**config.mk**
```make
export PLATFORM = sky130hd
export DESIGN_NAME = z80_int_ctrl
export DESIGN_NICKNAME = d
export VERILOG_FILES = /design/src/rtl/z80_int_pkg.sv /design/src/rtl/z80_int_ctrl_prio_enc_lsb.sv /design/src/rtl/z80_int_ctrl.sv
export SDC_FILE = /design/constraint.sdc
export NUM_CORES = 1
export LEC_CHECK = 0
export ABC_AREA = 1
export CORE_ASPECT_RATIO = 1.4
export CORE_MARGIN = 2
export CORE_UTILIZATION = 50
export CTS_CLUSTER_DIAMETER = 40
export CTS_CLUSTER_SIZE = 10
export DETAILED_ROUTE_END_ITERATION = 16
export PLACE_DENSITY = 0.86
export SLEW_MARGIN = 0
export SYNTH_ARGS = -nofsm -noshare
export SYNTH_HDL_FRONTEND = slang
export SYNTH_SLANG_ARGS = --single-unit
```
**constraint.sdc**
```tcl
create_clock -name clk -period 1.7 [get_ports clk]
set_input_delay 0.34 -clock clk [delete_from_list [all_inputs] [get_ports clk]]
set_output_delay 0.34 -clock clk [all_outputs]
set_load 0.02 [all_outputs]
```
**src/rtl/z80_int_pkg.sv**
```systemverilog
// Shared definitions for the Z80 mode-2 interrupt controller.
//   state_e  : controller FSM states
//   REG_*    : register-port addresses
//   MAX_SRC  : widest supported request vector (register width)
package z80_int_pkg;

    localparam int MAX_SRC = 8;

    typedef enum logic [1:0] {
        ST_IDLE   = 2'd0,
        ST_ASSERT = 2'd1,
        ST_ACK    = 2'd2
    } state_e;

    localparam logic [1:0] REG_MASK = 2'd0;
    localparam logic [1:0] REG_PEND = 2'd1;
    localparam logic [1:0] REG_CTRL = 2'd2;
    localparam logic [1:0] REG_STAT = 2'd3;

endpackage

```
**src/rtl/z80_int_ctrl_prio_enc_lsb.sv**
```systemverilog
// Combinational lowest-index priority encoder.
//   req   in  WIDTH : request bits
//   valid out 1     : any request bit set
//   idx   out 3     : index of the lowest set bit (0 when none)
module prio_enc_lsb #(
    parameter int WIDTH = 8
) (
    input  logic [WIDTH-1:0] req,
    output logic             valid,
    output logic [2:0]       idx
);

    always_comb begin
        valid = 1'b0;
        idx   = 3'd0;
        // Scan from the top down so the lowest set index is written last.
        for (int i = WIDTH - 1; i >= 0; i--) begin
            if (req[i]) begin
                valid = 1'b1;
                idx   = 3'(i);
            end
        end
    end

endmodule

```
**src/rtl/z80_int_ctrl.sv**
```systemverilog
// Interrupt controller for the A-Z80 core (mode-2 vectored interrupts).
// Latches rising edges on irq_req, gates them with MASK and GEN, asserts
// nint for the lowest-numbered enabled source and returns the vector
// VEC_BASE | {sel,1'b0} during the M1+IORQ acknowledge cycle.
//   clk, reset           : clock, synchronous active-high reset
//   irq_req[NUM_SRC]     : peripheral requests (rising-edge detected)
//   cfg_we/addr/wdata    : register write port
//   cfg_rdata            : combinational register read data
//   nm1, niorq           : CPU M1 / IORQ, active-low
//   nint                 : CPU interrupt, active-low, registered
//   vector, vector_oe    : acknowledge vector and bus drive enable, registered
module z80_int_ctrl
    import z80_int_pkg::*;
#(
    parameter int         NUM_SRC  = 8,
    parameter logic [7:0] VEC_BASE = 8'hE0
) (
    input  logic               clk,
    input  logic               reset,
    input  logic [NUM_SRC-1:0] irq_req,
    input  logic               cfg_we,
    input  logic [1:0]         cfg_addr,
    input  logic [7:0]         cfg_wdata,
    output logic [7:0]         cfg_rdata,
    input  logic               nm1,
    input  logic               niorq,
    output logic               nint,
    output logic [7:0]         vector,
    output logic               vector_oe
);

    // Bits at or above NUM_SRC never hold state and read back as 0.
    localparam logic [7:0] SRC_MASK = 8'((9'd1 << NUM_SRC) - 9'd1);

    state_e             state_q, state_d;
    logic [7:0]         mask_q, mask_d;
    logic [7:0]         pending_q, pending_d;
    logic               gen_q, gen_d;
    logic [NUM_SRC-1:0] irq_prev_q, irq_prev_d;
    logic [2:0]         sel_q, sel_d;
    logic               nint_q, nint_d;
    logic [7:0]         vector_q, vector_d;
    logic               vector_oe_q, vector_oe_d;

    logic [7:0] set_bits;
    logic [7:0] clr_bits;
    logic [7:0] enabled;
    logic       ack;
    logic       enc_valid;
    logic [2:0] enc_idx;

    assign ack     = ~nm1 & ~niorq;
    assign enabled = pending_q & mask_q & {MAX_SRC{gen_q}};

    prio_enc_lsb #(.WIDTH(NUM_SRC)) u_prio (
        .req   (enabled[NUM_SRC-1:0]),
        .valid (enc_valid),
        .idx   (enc_idx)
    );

    // Register file, edge detect and pending bookkeeping.
    always_comb begin
        mask_d     = mask_q;
        gen_d      = gen_q;
        irq_prev_d = irq_req;
        set_bits   = '0;
        clr_bits   = '0;

        set_bits[NUM_SRC-1:0] = irq_req & ~irq_prev_q;

        if (cfg_we) begin
            case (cfg_addr)
                REG_MASK: mask_d   = cfg_wdata & SRC_MASK;
                REG_PEND: clr_bits = cfg_wdata;
                REG_CTRL: gen_d    = cfg_wdata[0];
                default:  ;
            endcase
        end

        if (state_q == ST_ASSERT && ack) begin
            clr_bits = clr_bits | (8'd1 << sel_q);
        end

        // Clear first, then set: a new edge in the same cycle wins.
        pending_d = ((pending_q & ~clr_bits) | set_bits) & SRC_MASK;
    end

    // FSM next state; registered outputs derive from the next state.
    always_comb begin
        state_d  = state_q;
        sel_d    = sel_q;
        vector_d = vector_q;

        case (state_q)
            ST_IDLE: begin
                if (enc_valid) begin
                    sel_d   = enc_idx;
                    state_d = ST_ASSERT;
                end
            end
            ST_ASSERT: begin
                // No withdrawal: only an acknowledge leaves this state.
                if (ack) begin
                    vector_d = VEC_BASE | {4'b0000, sel_q, 1'b0};
                    state_d  = ST_ACK;
                end
            end
            ST_ACK: begin
                if (!ack) begin
                    state_d = ST_IDLE;
                end
            end
            default: state_d = ST_IDLE;
        endcase

        nint_d      = (state_d != ST_ASSERT);
        vector_oe_d = (state_d == ST_ACK);
    end

    always_ff @(posedge clk) begin
        if (reset) begin
            state_q     <= ST_IDLE;
            mask_q      <= '0;
            pending_q   <= '0;
            gen_q       <= 1'b0;
            irq_prev_q  <= '0;
            sel_q       <= '0;
            nint_q      <= 1'b1;
            vector_q    <= '0;
            vector_oe_q <= 1'b0;
        end else begin
            state_q     <= state_d;
            mask_q      <= mask_d;
            pending_q   <= pending_d;
            gen_q       <= gen_d;
            irq_prev_q  <= irq_prev_d;
            sel_q       <= sel_d;
            nint_q      <= nint_d;
            vector_q    <= vector_d;
            vector_oe_q <= vector_oe_d;
        end
    end

    always_comb begin
        cfg_rdata = '0;
        case (cfg_addr)
            REG_MASK: cfg_rdata = mask_q;
            REG_PEND: cfg_rdata = pending_q;
            REG_CTRL: cfg_rdata = {7'b0000000, gen_q};
            REG_STAT: cfg_rdata = {(state_q != ST_IDLE), 4'b0000, sel_q};
            default:  cfg_rdata = '0;
        endcase
    end

    assign nint      = nint_q;
    assign vector    = vector_q;
    assign vector_oe = vector_oe_q;

endmodule

```
Yosys cells after proc, flatten, opt, wreduce, memory -nomap -nowiden
Cells that the tools add are included.
- equal/unequal tests: 7
- shift operators: 1
- multiplexer cells: 24
- bitwise operators: 11
- reductions and logical operators: 8
- operator list (cell ; count):
    bitwise AND 8 bit ; 4
    case mux 8 bit (4 select lines) ; 1
    two-way mux 3 bit ; 8
    two-way mux 8 bit ; 3
    inverter 8 bit ; 2
    bitwise OR 8 bit ; 2
    equality test 2 bit, second input constant ; 4
    two-way mux 1 bit ; 8
    AND reduction 2 bit ; 4
    left shift 1 x 3 -> 8 bit, first input constant ; 1
    two-way mux 2 bit ; 3
    case mux 2 bit (3 select lines) ; 1
    equality test 2 x 1 -> 1 bit, second input constant ; 2
    zero test 2 bit ; 2
    != test 2 x 1 -> 1 bit, second input constant ; 1
    inverter 1 bit ; 2
    nonzero test 2 bit ; 1
    bitwise AND 1 bit ; 1
    logical AND 1 bit ; 1
- register bits after elaboration: 36
- input bits: 23
- logic and storage cells: 60

Depth between registers and ports, before layout
Gate-level depths: netlist of run 1.
- depth in word-level cells: 13
- gate-level depth with buffers: 11
- depth with buffers taken out: 10

Modules after synthesis
Synthesis of run 1 repeated with hierarchy kept, for this count alone.
- cells, all modules: 282
- area, all modules: 1818.0 um^2
- by module, submodules not included (module ; instances ; cells each ; area each (um^2) ; sequential area each (um^2)):
    z80_int_ctrl ; 1 ; 260 ; 1719.1 ; 720.7
    prio_enc_lsb ; 1 ; 22 ; 98.8 ; 0.0

Worst setup path after synthesis of run 1
Ideal clock, no wire load.
- path type: input to output
- start: input port cfg_addr[1]
- end: output port cfg_rdata[3]
- data arrival time: 1073 ps
- required time: 1360 ps
- path slack: 287 ps
- stages: 3
- buffers on the path: 0
- cells stage by stage: nor2_4 > inv_2 > o21ai_0
- cells in the longest elaborated chain, start to end: 2
- elaborated cells on any way between the ends: 5
- classes of those cells: eq/ne (3); mux (1); reduce/logical (1)
- ends and longest elaborated chain (element ; RTL line ; text):
    start: declaration ; z80_int_ctrl.sv:22 ; input logic [1:0] cfg_addr,
    equality test 2 bit (tied with other cells) ; z80_int_ctrl.sv:146 ; case (cfg_addr)
    case mux 8 bit (4 select lines) (*) ; z80_int_ctrl.sv:146 ;
    end: declaration ; z80_int_ctrl.sv:24 ; output logic [7:0] cfg_rdata,
Mark *: on every way between the ends. The rest lies on a longest branch, timed or not.

Worst setup path in the final report of run 1
- start: register vector_q[5] (netlist: vector[5])
- end: output port vector[5]
- RTL lines (element ; RTL line ; text):
    start: declaration ; z80_int_ctrl.sv:42 ; logic [7:0] vector_q, vector_d;
    start signal: assignment ; z80_int_ctrl.sv:139 ; vector_q <= vector_d;
    end: declaration ; z80_int_ctrl.sv:28 ; output logic [7:0] vector,
No word-level cell between the ends.

==> impl_metrics.sql, run 1 <==
INSERT INTO impl_metrics (metric_group, metric, value, unit) VALUES
('die', 'die_h', '71.6', 'um'),
('cts', 'clock_path_buffers', '2', ''),
('routing', 'firstDrtPassIters', '4', ''),
('die', 'core_area', '3120', 'um2'),
('die', 'initial_utilization', '0.523', ''),
('cts', 'clk-insertion-delay-late', '0.28', 'ns'),
('cells_and_area', 'core_util_final', '0.718', ''),
('yosys', 'yosys.area.top_type_share', '0.441', ''),
('place', 'routabilityCongestion', '0.913', ''),
('worst_setup_path', 'setup.worst_path.start_class', 'flop', ''),
('cts', 'clock_sinks', '36', ''),
('worst_setup_path', 'cp_slowest_cell', 'sky130_fd_sc_hd__clkdlybuf4s50_1', ''),
('sta', 'finalCriticalPeriod', '1.59', 'ns'),
('global_routing', 'grt_start_max_net_pins', '20', ''),
('pwr', 'power_density', '800', 'nW/um2'),
('cells_and_area', 'multiInputGateArea', '761', 'um2'),
('place', 'placed_cells_incl_taps', '300', ''),
('sta', 'fin_skew', '0.00493', 'ns'),
('routing', 'dr.first_iter.drc_count', '47', ''),
('routing', 'routed_wirelength', '4.08', 'mm'),
('global_routing', 'gr-total-overflow', '0', ''),
('yosys', 'post_synth_inst_count', '211', ''),
('worst_setup_path', 'setup.worst_path.start', 'vector[5]$_SDFFE_PP0P_', ''),
('worst_setup_path', 'critPathKind', 'reg -> out', ''),
('pwr', 'total_power', '1.79', 'mW'),
('cells_and_area', 'fill_cells', '242', ''),
('die', 'floorplan.die.width', '52.3', 'um'),
('flow_run', 'maxCapViolCount', '0', ''),
('place', 'io_buffer_count', '38', ''),
('sta', 'setup_total_negative_slack', '0', 'ns'),
('cts', 'cts_root_buf', 'sky130_fd_sc_hd__clkbuf_8', ''),
('die', 'floorplan_row_count', '24', ''),
('die', 'ios', '41', ''),
('yosys', 'postSynthAreaPerCell', '7.74', 'um2'),
('yosys', 'syn_area', '1630', 'um2'),
('routing', 'ant_nets', '0', ''),
('worst_hold_path', 'holdCritStartpoint', 'irq_prev_q[5]$_SDFF_PP0_', ''),
('yosys', 'yosys.cell_count.top_type', 'sky130_fd_sc_hd__dfxtp_1', ''),
('worst_setup_path', 'timing.critical_path.arrival', '1.25', 'ns'),
('worst_setup_path', 'worst-path-buf-inv', '1', ''),
('yosys', 'dominantRegCellSynth', 'sky130_fd_sc_hd__dfxtp_1', ''),
('yosys', 'number_of_synthesized_flops_with_an_enable_pin', '0', ''),
('cts', 'cts_tree', 'done', ''),
('global_routing', 'global_route.usage.total', '0.234', ''),
('yosys', 'synth-seq-area-share', '0.441', ''),
('yosys', 'synth_top_cells_by_count', 'sky130_fd_sc_hd__dfxtp_1 (36), sky130_fd_sc_hd__nand2_1 (33), sky130_fd_sc_hd__nor2_1 (33)', ''),
('pwr', 'power.ir.vdd_worst', '0.715', 'mV'),
('worst_setup_path', 'timing.rr.start', 'sel_q[2]$_SDFFE_PP0P_', ''),
('global_routing', 'grt_antenna_before_repair', '0', ''),
('cts', 'clk_pin_slew', '0.06', 'ns'),
('routing', 'wire_per_inst', '13.2', 'um'),
('cts', 'cts.htree.levels', '2', ''),
('yosys', 'yosysWarnings', '0', ''),
('cells_and_area', 'nNetsFinal', '293', ''),
('outcome', 'status', 'complete, no violations', ''),
('worst_setup_path', 'worst_path_required_time', '1.36', 'ns'),
('cells_and_area', 'layoutNonFillerInstCount', '310', ''),
('sta', 'rsz_0062_raised_after_global_routing', 'no', ''),
('yosys', 'synth.area.top_cells', 'sky130_fd_sc_hd__dfxtp_1 (44%), sky130_fd_sc_hd__nand2_1 (7.6%), sky130_fd_sc_hd__nor2_1 (7.6%), sky130_fd_sc_hd__nand3_1 (5.8%), sky130_fd_sc_hd__inv_1 (3.7%)', ''),
('cells_and_area', 'area_growth_syn_to_layout', '37.2', '%'),
('cells_and_area', 'ff_latch_area', '721', 'um2'),
('cts', 'cts-buffers-inserted', '5', ''),
('worst_setup_path', 'end_kind', 'primary output', ''),
('sta', 'timing_limited_maximum_frequency', '627', 'MHz'),
('routing', 'drt_drc_violations_left', '0', ''),
('global_routing', 'global_route_wire_length_before_repair', '6.49', 'mm'),
('sta', 'fin_hold_ws', '0.427', 'ns'),
('yosys', 'flip_flop_and_latch_count_after_synthesis', '36', ''),
('cells_and_area', 'final_layout_size_suffix_gt1_frac', '0.207', ''),
('place', 'post-dp-hpwl', '2.91', 'mm'),
('die', 'die_area', '3750', 'um2');
[metrics by stage]
| step | area (um2) | worst slack [ns] |
|---|---|---|
| after detailed placement | 2160 | -0.699 |
| after CTS | 2240 | -0.00999 |
| final | 2240 | 0.106 |
| after floorplan | 1640 | 0.287 |
| after global routing | 2240 | 0.0536 |
| after global placement | 2160 | -0.644 |
[logic make-up (layout without fill, tap and decap cells)]
family                 count (synthesis)  after routing  share of synthesized area
flip-flops                            36             36                      0.441
other                                  1              2                    0.00229
AND/OR/NAND/NOR                       99             99                      0.283
AO/OA/AOI/OAI                         42             42                      0.176
buffers and inverters                 33             92                     0.0973
[worst paths after layout]
path                             end  slack [ns]  cells past startpoint
max                        vector[5]        0.11                      1
min          pending_q[5]$_SDFF_PP0_        0.43                      1
max reg2reg  pending_q[5]$_SDFF_PP0_        0.36                      6
min reg2reg  pending_q[5]$_SDFF_PP0_        0.43                      1
[area by class of cell]
type	count	area share
timing repair buffer	59	0.228
clock buffer	8	0.0402
tap	39	0.0218
sequential	36	0.321
multi-input combinational	143	0.339
inverter	25	0.0491
[flip-flops by register name, summed over array words and instances, names as in the netlist]
name / cells
irq_prev_q: 8
mask_q: 8
pending_q: 8
vector: 4
sel_q: 3
state_q: 2
gen_q: 1
nint: 1
vector_oe: 1
[routing by layer]
metal	track usage	routed length [um]	up-vias	part of all wire
met3	0.0563	258	11	0.063
met1	0.281	1580	743	0.39
met5	0	0	-	0
met2	0.388	2120	79	0.52
li1	-	-	818	-
met4	0.105	130	0	0.032
[placed cells by master, fill, tap and decap left out, types with 2 or more instances in the layout]
cell type,netlist,final
sky130_fd_sc_hd__dfxtp_1,36,36
sky130_fd_sc_hd__nor2_1,33,33
sky130_fd_sc_hd__nand2_1,33,32
sky130_fd_sc_hd__clkdlybuf4s50_1,0,28
sky130_fd_sc_hd__buf_4,5,22
sky130_fd_sc_hd__nand3_1,19,19
sky130_fd_sc_hd__inv_1,16,16
sky130_fd_sc_hd__o21ai_1,11,12
sky130_fd_sc_hd__a21oi_1,9,9
sky130_fd_sc_hd__inv_2,7,7
sky130_fd_sc_hd__o32ai_1,6,6
sky130_fd_sc_hd__clkbuf_8,0,6
sky130_fd_sc_hd__buf_2,0,5
sky130_fd_sc_hd__nor3_1,4,4
sky130_fd_sc_hd__a22o_1,3,3
sky130_fd_sc_hd__a31oi_1,3,3
sky130_fd_sc_hd__nor2_4,2,2
sky130_fd_sc_hd__o211ai_1,2,2
sky130_fd_sc_hd__nor4_1,2,2
sky130_fd_sc_hd__nor2_2,2,2
sky130_fd_sc_hd__nor2_8,2,2
sky130_fd_sc_hd__conb_1,1,2
sky130_fd_sc_hd__clkbuf_1,3,2
sky130_fd_sc_hd__clkbuf_2,0,2
[power breakdown]
group / internal, mW / total [mW] / switching [mW]
sequential: 0.886 / 0.915 / 0.0285
clock: 0.330 / 0.615 / 0.284
combinational: 0.129 / 0.265 / 0.135
total: 1.35 / 1.79 / 0.448
[repair_timing]
action                                  CTS  global route
buffers inserted                          2             0
hold buffers                              0             0
endpoints found under the setup margin    8             7
pin swaps                                 7             4
resized for setup                        40             6
Power figures use the tool's default switching activity.
==> run 2: changes to the inputs <==
--- a/config.mk
+++ b/config.mk
@@ -5,13 +5,13 @@
 export SDC_FILE = /design/constraint.sdc
 export NUM_CORES = 1
 export LEC_CHECK = 0
-export ABC_AREA = 1
 export CORE_ASPECT_RATIO = 1.4
 export CORE_MARGIN = 2
 export CORE_UTILIZATION = 50
 export CTS_CLUSTER_DIAMETER = 40
 export CTS_CLUSTER_SIZE = 10
 export DETAILED_ROUTE_END_ITERATION = 16
+export HOLD_SLACK_MARGIN = 0.02
 export PLACE_DENSITY = 0.86
 export SLEW_MARGIN = 0
 export SYNTH_ARGS = -nofsm -noshare
==> run 2 against run 1 <==
  * Power shrank 5.7%
  * Core utilization shrank 0.36 points
  * Flip-flop and latch count is the same
  * Via count shrank 8.8%
  * Worst setup slack lost 0.021 ns
  * Sequential share of layout area grew 0.16 points
  * Combinational power shrank 7.5%
  * Non-clock buffer count is the same
  * Register-to-register slack lost 0.23 ns
  * Clock skew grew 0.00065 ns
  * Clock power shrank 12%
==> impl_metrics.sql, run 2 <==
INSERT INTO impl_metrics (metric_group, metric, value, unit) VALUES
('sta', 'finalCriticalPeriod', '1.62', 'ns'),
('cells_and_area', 'most_used_cells_in_the_layout_excluding_fill_and_tap_cells', 'sky130_fd_sc_hd__dfxtp_1 (36), sky130_fd_sc_hd__clkdlybuf4s50_1 (28), sky130_fd_sc_hd__nor2_1 (21), sky130_fd_sc_hd__nand2_1 (21), sky130_fd_sc_hd__mux2i_1 (20)', ''),
('routing', 'routed_wirelength', '4.13', 'mm'),
('sta', 'fin_skew', '0.00559', 'ns'),
('routing', 'firstDrtPassIters', '4', ''),
('die', 'die_area', '3740', 'um2'),
('cts', 'cts_root_buf', 'sky130_fd_sc_hd__clkbuf_8', ''),
('place', 'post-dp-hpwl', '2.86', 'mm'),
('sta', 'setup-violations-final', '0', ''),
('routing', 'dr.first_iter.drc_count', '55', ''),
('cells_and_area', 'layoutNonFillerInstCount', '268', ''),
('worst_setup_path', 'worstSetupPathDepth', '5', ''),
('worst_setup_path', 'worst-r2r-cell-count', '4', ''),
('pwr', 'p_clk_frac', '0.319', ''),
('routing', 'drt_drc_violations_left', '0', ''),
('cts', 'clock_path_buffers', '2', ''),
('yosys', 'synth.lib_cells_used.distinct', '39', ''),
('cts', 'cts_tree', 'done', ''),
('place', 'preCtsSetupSlack', '-0.614', 'ns'),
('sta', 'worst_slack', '0.0847', 'ns'),
('cells_and_area', 'final_layout_size_suffix_gt1_frac', '0.205', ''),
('place', 'routabilityCongestion', '0.824', ''),
('worst_setup_path', 'worst_path_cell_chain', 'clkdlybuf4s15_1 -> buf_12 -> mux2i_1 -> nor2_1 -> clkdlybuf4s15_2', ''),
('pwr', 'p_leak', '0.943', 'nW'),
('cts', 'clk-insertion-delay-late', '0.29', 'ns'),
('yosys', 'async_flop_share', '0', ''),
('pwr', 'comb_power_share', '0.145', ''),
('worst_setup_path', 'setup.worst_path.start', 'cfg_addr[0]', ''),
('yosys', 'yosys.cell_count.top_type', 'sky130_fd_sc_hd__dfxtp_1', ''),
('place', 'io_buffer_count', '38', ''),
('die', 'floorplan_row_count', '24', ''),
('worst_setup_path', 'worst-path-max-fanout', '13', ''),
('die', 'initial_utilization', '0.522', ''),
('sta', 'rsz_0062_raised_after_global_routing', 'no', ''),
('cells_and_area', 'core_util_final', '0.714', ''),
('place', 'placed_cells_incl_taps', '261', ''),
('worst_setup_path', 'worst-path-buf-inv', '3', ''),
('worst_setup_path', 'path_delay_family', 'buffers and inverters', ''),
('global_routing', 'grt_antenna_before_repair', '0', ''),
('yosys', 'synth.area.top_cells', 'sky130_fd_sc_hd__dfxtp_1 (44%), sky130_fd_sc_hd__mux2i_1 (12%), sky130_fd_sc_hd__nand2_1 (4.8%), sky130_fd_sc_hd__nor2_1 (4.8%), sky130_fd_sc_hd__nor2b_1 (2.3%)', ''),
('yosys', 'post_synth_inst_count', '174', ''),
('die', 'core_area', '3120', 'um2'),
('cts', 'clk_pin_slew', '0.06', 'ns'),
('worst_setup_path', 'worst_setup_slack_for_register_to_register_paths', '0.13', 'ns'),
('yosys', 'flip_flop_and_latch_count_after_synthesis', '36', ''),
('yosys', 'postSynthAreaPerCell', '9.37', 'um2'),
('cts', 'cts-buffers-inserted', '5', ''),
('worst_setup_path', 'r2r_end', 'sel_q[1]$_SDFFE_PP0P_', ''),
('global_routing', 'grt_pass1_vias', '1571', ''),
('sta', 'final-hold-violation-count', '0', ''),
('cells_and_area', 'top_regs', 'irq_prev_q x8, mask_q x8, pending_q x8', ''),
('pwr', 'sw_frac_of_total', '0.246', ''),
('yosys', 'yosys.area.top_type_share', '0.442', ''),
('pwr', 'total_power', '1.69', 'mW'),
('pwr', 'cell_internal_pwr', '1.28', 'mW'),
('worst_setup_path', 'timing.critical_path.arrival', '1.28', 'ns'),
('die', 'die_h', '71.6', 'um'),
('yosys', 'synth-seq-area-share', '0.442', ''),
('sta', 'post-route-period-util', '0.950', ''),
('cells_and_area', 'area_growth_syn_to_layout', '36.8', '%'),
('pwr', 'power_density', '759', 'nW/um2'),
('worst_setup_path', 'end_kind', 'primary output', ''),
('routing', 'ratio_of_routed_vias_to_standard_cells', '5.62', ''),
('pwr', 'seq_power_share', '0.537', ''),
('worst_setup_path', 'worst_path_required_time', '1.36', 'ns'),
('worst_hold_path', 'hold_class', 'reg -> reg', ''),
('die', 'floorplan.die.width', '52.3', 'um'),
('cells_and_area', 'diodes', '0', ''),
('outcome', 'status', 'complete, no violations', ''),
('sta', 'fin_hold_ws', '0.416', 'ns'),
('cts', 'clock_sinks', '36', ''),
('worst_setup_path', 'critPathCapture', 'cfg_rdata[4]', ''),
('global_routing', 'grt_start_max_net_pins', '21', ''),
('global_routing', 'global_route.usage.total', '0.255', ''),
('worst_setup_path', 'critPathKind', 'in -> out', ''),
('flow_run', 'maxCapViolCount', '0', ''),
('worst_setup_path', 'setup.worst_path.start_class', 'input pin', ''),
('worst_setup_path', 'cp_slowest_cell', 'sky130_fd_sc_hd__clkdlybuf4s15_1', ''),
('sta', 'timing_limited_maximum_frequency', '619', 'MHz'),
('global_routing', 'global_route_wire_length_before_repair', '6.95', 'mm'),
('worst_setup_path', 'cp_slowest_stage_delay', '0.26', 'ns'),
('yosys', 'number_of_synthesized_flops_with_an_enable_pin', '0', ''),
('worst_setup_path', 'timing.rr.start', 'pending_q[2]$_SDFF_PP0_', ''),
('global_routing', 'gr-total-overflow', '0', ''),
('routing', 'ant_nets', '0', ''),
('die', 'ios', '41', ''),
('routing', 'wire_per_inst', '15.4', 'um'),
('yosys', 'yosysTopAreaCell', 'sky130_fd_sc_hd__dfxtp_1', ''),
('cells_and_area', 'nNetsFinal', '254', ''),
('routing', 'vias', '1506', ''),
('yosys', 'syn_area', '1630', 'um2'),
('yosys', 'synth_top_cells_by_count', 'sky130_fd_sc_hd__dfxtp_1 (36), sky130_fd_sc_hd__nand2_1 (21), sky130_fd_sc_hd__nor2_1 (21)', ''),
('yosys', 'dominantRegCellSynth', 'sky130_fd_sc_hd__dfxtp_1', ''),
('sta', 'slew_violations', '0', ''),
('cts', 'cts.htree.levels', '2', ''),
('cells_and_area', 'mostFrequentLayoutCell', 'sky130_fd_sc_hd__dfxtp_1', ''),
('yosys', 'yosysWarnings', '0', ''),
('pwr', 'power.ir.vdd_worst', '0.562', 'mV'),
('cts', 'hold_fix_buffers_at_cts', '0', ''),
('pwr', 'power_switching', '0.417', 'mW');
[run 2: changes by cell type after synthesis, moves of 9 or more]
cell / previous run / this run
sky130_fd_sc_hd__inv_1: 16 / 7
sky130_fd_sc_hd__nand3_1: 19 / 7
sky130_fd_sc_hd__nor2_1: 33 / 21
sky130_fd_sc_hd__mux2i_1: 0 / 20
sky130_fd_sc_hd__nand2_1: 33 / 21
sky130_fd_sc_hd__o21ai_1: 11 / 2
[run 2: worst reg2reg max path, cell delays in order, from the launching register on]
cell	delay [ns]
sky130_fd_sc_hd__dfxtp_1	0.34
sky130_fd_sc_hd__a22oi_1	0.28
sky130_fd_sc_hd__nand3_1	0.16
sky130_fd_sc_hd__o211ai_2	0.31
sky130_fd_sc_hd__mux2_2	0.37
[run 2: cell type report]
class                           count  area, um2
Clock buffer                        5       68.8
Fill cell                         258        892
Inverter                            7       26.3
Multi-Input combinational cell    122        825
Sequential cell                    36        721
Tap cell                           39       48.8
Timing Repair Buffer               59        542
[run 2: routing by layer]
metal / track usage / vias up / wire [um]
li1: - / 717 / -
met1: 0.292 / 715 / 1680
met2: 0.425 / 58 / 2100
met3: 0.0563 / 16 / 194
met4: 0.154 / 0 / 144
met5: 0 / - / 0
[run 2: power by group through the flow]
stage / clock network, mW / logic, mW / registers [mW]
after floorplan: 0 / 0.118 / 0.920
after global placement: 0 / 0.240 / 0.924
after detailed placement: 0 / 0.245 / 0.925
after CTS: 0.546 / 0.246 / 0.907
final: 0.539 / 0.245 / 0.908
after global routing: 0.577 / 0.265 / 0.912
[run 2: how the worst min path moves through the flow]
stage	slack, ns	end	cells past startpoint	startpoint
after global routing	0.43	pending_q[0]$_SDFF_PP0_	1	irq_prev_q[0]$_SDFF_PP0_
after CTS	0.41	pending_q[0]$_SDFF_PP0_	1	irq_prev_q[0]$_SDFF_PP0_
after floorplan	0.39	pending_q[0]$_SDFF_PP0_	1	irq_prev_q[0]$_SDFF_PP0_
after global placement	0.39	pending_q[0]$_SDFF_PP0_	1	irq_prev_q[0]$_SDFF_PP0_
after detailed placement	0.40	pending_q[0]$_SDFF_PP0_	1	irq_prev_q[0]$_SDFF_PP0_
final	0.42	pending_q[5]$_SDFF_PP0_	1	irq_prev_q[5]$_SDFF_PP0_
[run 2: cell families (layout without fill, tap and decap cells)]
family | Yosys count | after routing | share of synthesized area
other | 1 | 2 | 0.00230
DFF | 36 | 36 | 0.442
buffers and inverters | 17 | 71 | 0.0545
muxes | 22 | 22 | 0.144
and+or+nand+nor | 69 | 69 | 0.219
AOI/OAI and AO/OA | 28 | 28 | 0.134
xor gates and xnor gates | 1 | 1 | 0.00537
[run 2: per-stage QoR]
stage,setup TNS [ns],cell area [um2]
after global placement,-6.06,2170
after CTS,0,2240
after global routing,0,2230
final,0,2230
after detailed placement,-6.35,2170
after floorplan,0,1630
[run 2: repair_timing]
action / CTS / global route
setup buffers: 1 / 0
pin swaps: 0 / 0
gates resized for setup: 31 / 3
cloned: 1 / 0
endpoints found under the setup margin: 8 / 4
